<file path="config.mk">
export PLATFORM = sky130hd
export DESIGN_NAME = seq_step_fsm
export DESIGN_NICKNAME = d
export VERILOG_FILES = /design/src/rtl/seq_step_fsm.sv
export SDC_FILE = /design/constraint.sdc
export NUM_CORES = 1
export LEC_CHECK = 0
export ABC_CLOCK_PERIOD_IN_PS = 3700
export BUFFER_PORTS_ARGS = -buffer_cell sky130_fd_sc_hd__buf_4
export CORE_UTILIZATION = 28
export CTS_CLUSTER_SIZE = 25
export DETAILED_ROUTE_END_ITERATION = 16
export PLACE_DENSITY = 0.45
export SLEW_MARGIN = 20
export SYNTH_ARGS = -nofsm -noshare
export SYNTH_HDL_FRONTEND = slang
export SYNTH_SLANG_ARGS = --single-unit
</file>
<file path="constraint.sdc">
create_clock -name clk -period 3.7 [get_ports clk]
set_clock_uncertainty 0.15 [all_clocks]
set_input_delay 0.37 -clock clk [delete_from_list [all_inputs] [get_ports clk]]
set_output_delay 0.37 -clock clk [all_outputs]
set_load 0.01 [all_outputs]
</file>
<file path="src/rtl/seq_step_fsm.sv">
// Parametrised step sequencer: walks a position through NUM_STEPS steps, up or down,
// with pause/restart, optional one-shot DONE hold and a saturating sequence counter.
module seq_step_fsm #(
  parameter int NUM_STEPS = 3,
  parameter int CNT_W     = 8,
  parameter bit ONESHOT   = 1'b0,
  localparam int STEP_W   = (NUM_STEPS > 2) ? $clog2(NUM_STEPS) : 1
) (
  input  logic              clk,
  input  logic              rst_n,
  input  logic              pause,
  input  logic              restart,
  input  logic              dir,
  input  logic              count_clr,
  output logic [STEP_W-1:0] step,
  output logic              odd,
  output logic              even,
  output logic              terminal,
  output logic              done,
  output logic [CNT_W-1:0]  seq_count
);

  generate
    if (NUM_STEPS < 2) begin : g_bad_num_steps
      $error("seq_step_fsm: NUM_STEPS must be at least 2");
    end
  endgenerate

  localparam logic [STEP_W-1:0] FIRST = '0;
  localparam logic [STEP_W-1:0] LAST  = STEP_W'(NUM_STEPS - 1);

  localparam logic [0:0] ST_ACTIVE = 1'b0;
  localparam logic [0:0] ST_DONE   = 1'b1;

  logic [0:0]        state_q, state_nxt;
  logic [STEP_W-1:0] pos, pos_nxt;
  logic              dir_q, dir_nxt;
  logic [CNT_W-1:0]  cnt_q;

  logic [STEP_W-1:0] start_pos;
  logic [STEP_W-1:0] term_pos;
  logic              advance;
  logic              at_term;
  logic              out_range;

  assign start_pos = dir   ? LAST  : FIRST;
  assign term_pos  = dir_q ? FIRST : LAST;
  assign advance   = restart | ~pause;
  assign at_term   = (pos == term_pos);
  assign out_range = (pos > LAST);

  // While reset is held the registers sit at the start step with no latched
  // direction, so terminal simply follows whether the block would move on.
  assign terminal = !rst_n ? advance
                           : ((state_q == ST_ACTIVE) && at_term && advance);

  always_comb begin
    // NOTE: every combinational output gets a default first so no path leaves it unassigned (no latch).
    state_nxt = state_q;
    pos_nxt   = pos;
    dir_nxt   = dir_q;
    case (state_q)
      ST_DONE: begin
        if (restart) begin
          state_nxt = ST_ACTIVE;
          pos_nxt   = start_pos;
          dir_nxt   = dir;
        end
      end
      default: begin
        if (restart || out_range) begin
          pos_nxt = start_pos;
          dir_nxt = dir;
        end else if (!pause) begin
          if (at_term) begin
            if (ONESHOT) begin
              state_nxt = ST_DONE;
              pos_nxt   = FIRST;
            end else begin
              pos_nxt = start_pos;
              dir_nxt = dir;
            end
          end else begin
            pos_nxt = dir_q ? (pos - 1'b1) : (pos + 1'b1);
          end
        end
      end
    endcase
  end

  // NOTE: sequential state uses non-blocking assignments so all registers update together at the edge.
  always_ff @(posedge clk or negedge rst_n) begin
    if (!rst_n) begin
      state_q <= ST_ACTIVE;
      pos     <= FIRST;
      dir_q   <= 1'b0;
    end else begin
      state_q <= state_nxt;
      pos     <= pos_nxt;
      dir_q   <= dir_nxt;
    end
  end

  // Clear wins over counting; the counter sticks at all-ones instead of wrapping.
  always_ff @(posedge clk or negedge rst_n) begin
    if (!rst_n) begin
      cnt_q <= '0;
    end else if (count_clr) begin
      cnt_q <= '0;
    end else if (terminal && (cnt_q != '1)) begin
      cnt_q <= cnt_q + 1'b1;
    end
  end

  assign step      = (state_q == ST_DONE) ? FIRST : pos;
  assign odd       = (state_q == ST_ACTIVE) && !pos[0];
  assign even      = (state_q == ST_ACTIVE) &&  pos[0];
  assign done      = ONESHOT && (state_q == ST_DONE);
  assign seq_count = cnt_q;

endmodule

</file>
==> impl_metrics.ini <==
[logic_synthesis]
synth.most_common_cell = dfrtp_1
syn-num-nets = 94
synthFlopType = dfrtp_1
synth_top_area_share_pct = 38.5
synth.largest_area_cell = dfrtp_1
synth_edf_count = 0
synth_area_leaders = dfrtp_1, a21oi_1, ha_1
yosysSeqAreaShare_pct = 38.5
ys_types = 35
ys.warnings.count = 0
postSynthAreaPerCell_um2 = 9.19
synth_commonest_cells = dfrtp_1, nor2_1, a21oi_1, nand3_1
netlist_instances = 85
ys_ff_latch = 12
netlist_area_um2 = 781
synth-async-reset-ratio_pct = 100

[floorplanning]
io_pins = 20
die_x_um = 54.8
fp.coreArea_um2 = 2540
initial_core_util_pct = 30.7
die-area_um2 = 3000
num_rows = 18
die_h_um = 54.8

[cts]
cts_post_setup_buffers_inserted = 0
cts_root_buffer = clkbuf_4
htreeDepth = 1
cts-buffers-inserted = 3
cts_sinks = 12
cts.path.max_buffers = 2
cts_tree = built
clkSlewWorstSetupHoldPaths_ns = 0.08
ctsHoldBuffers = 1
cts_resized = 0
clock_latency_ns = 0.27

[run]
cap_violations = 0

[sta]
slew_viol_final = 0
fin_crit_ns = 2.23
setup_viol = 0
worst_slack_ns = 1.47
fin_hold_ws_ns = 0.160
period_share_pct = 60.3
tns_ns = 0
rsz0062_at_grt = false
hold_viol_final = 0
fmax_mhz = 448

[placement]
dpl-instance-area_um2 = 923
io_buffers = 18
place.gp.congestion = 0.815
place_ws_ns = 1.69
place_inst = 129
place_hpwl_um = 1310

[layout]
final_net_count = 114
num_antenna_cells = 0
utilization_pct = 37.6
drive_gt1_share_pct = 27.2
stdcell_count = 133
stdcell_area_um2 = 956
area_delta_synth_final_pct = 22.4
fillers = 266

[setup_path]
path_cells = xor2_1, ha_1, nand2b_4, a21o_4, inv_2, buf_4
startpoint_type = register
end_kind = primary output
crit_type = reg -> out
critical-path-max-stage-delay_ns = 0.43
crit_path_top_delay_cell = dfrtp_1
critPathLaunch = pos[1]
cp_top_family = flip-flops
cp_max_fo = 7
crit_buf_inv = 2
cp.required_ns = 3.18
worstPathArrival_ns = 1.71
r2r-start = pos[1]

[outcome]
status = finished, final reports clean

[hold_path]
hold_path.class = in -> reg
min-delay-start = restart

[route]
wl_per_cell_um = 13.2
viasPerCell = 5.11
first_pass_iters = 4
drt.antenna.violating_nets = 0
drt_iter0_markers = 13
drcViolationCount = 0
drt_wl_total_um = 1750
vias = 680

[global_route]
antenna_found_initial = 0
overflow = 0
first_global_vias = 634
grt_pass1_wl_um = 2940
gr-usage-all-layers_pct = 14.5
grt_max_degree = 16

[power_and_ir_drop]
leakage_nw = 0.421
max-vdd-ir-drop_mv = 0.166
power_density_nw_per_um2 = 423
total_power_mw = 0.404
-- placed cells by master, fill, tap and decap left out, types with 3 or more instances in the layout --
cell type and instances:
buf_4 18, nor2b_1 4, ha_1 3, clkbuf_4 3, a21oi_1 8, nor2_1 10, nand2_1 3, nor3_1 3
nand3_1 5, inv_1 4, dfrtp_1 12
-- sequential cells by signal, indices dropped and copies added (netlist names) --
signal and cells:
state_q 1, seq_count 8, dir_q 1, pos 2
-- where the power goes --
part	switching, mW	internal (mW)
logic	0.0852	0.0796
registers	0.0158	0.145
clock network	0.0417	0.0376
total	0.143	0.262
-- area by class of cell --
type | count | area, um^2 | area share, %
Tap cell | 30 | 37.5 | 3.93
Multi-Input combinational cell | 64 | 432 | 45.2
Inverter | 5 | 18.8 | 1.96
Clock buffer | 3 | 22.5 | 2.36
Sequential cell | 12 | 300 | 31.4
Timing Repair Buffer | 19 | 145 | 15.2
-- worst register-to-register path, delay by kind of cell (launching register included) --
| family | cells | cell delay (ns) |
|---|---|---|
| AO/OA/AOI/OAI | 1 | 0.24 |
| XOR/XNOR | 1 | 0.21 |
| flip-flops | 1 | 0.43 |
| AND/OR/NAND/NOR | 2 | 0.31 |
| adder cells (fa/ha/maj) | 1 | 0.24 |
| multiplexers | 1 | 0.34 |
-- worst paths after layout --
path / endpoint / slack, ns / cells past startpoint
setup / recovery: terminal / 1.47 / 6
hold / removal: state_q / 0.16 / 2
setup reg to reg: seq_count[3] / 1.67 / 6
hold reg to reg: dir_q / 0.38 / 1
max in group asynchronous: seq_count[1] / 2.86 / 2
min in group asynchronous: seq_count[5] / 0.35 / 2
-- logic make-up after synthesis --
family / synth area share [%]
compound gates: 20.0
xor+xnor: 1.12
fa+ha+maj: 4.81
buf+inv: 6.25
flops: 38.5
mux: 2.88
other cells: 0.480
simple gates: 26.0
-- layer usage --
layer	up-vias	share of wire [%]	GRT usage, %
li1	334	-	-
met4	0	1.5	7.69
met3	4	3.7	5.00
met2	15	48	23.3
met1	327	47	16.8
met5	-	0	0
Power figures use the tool's default switching activity.
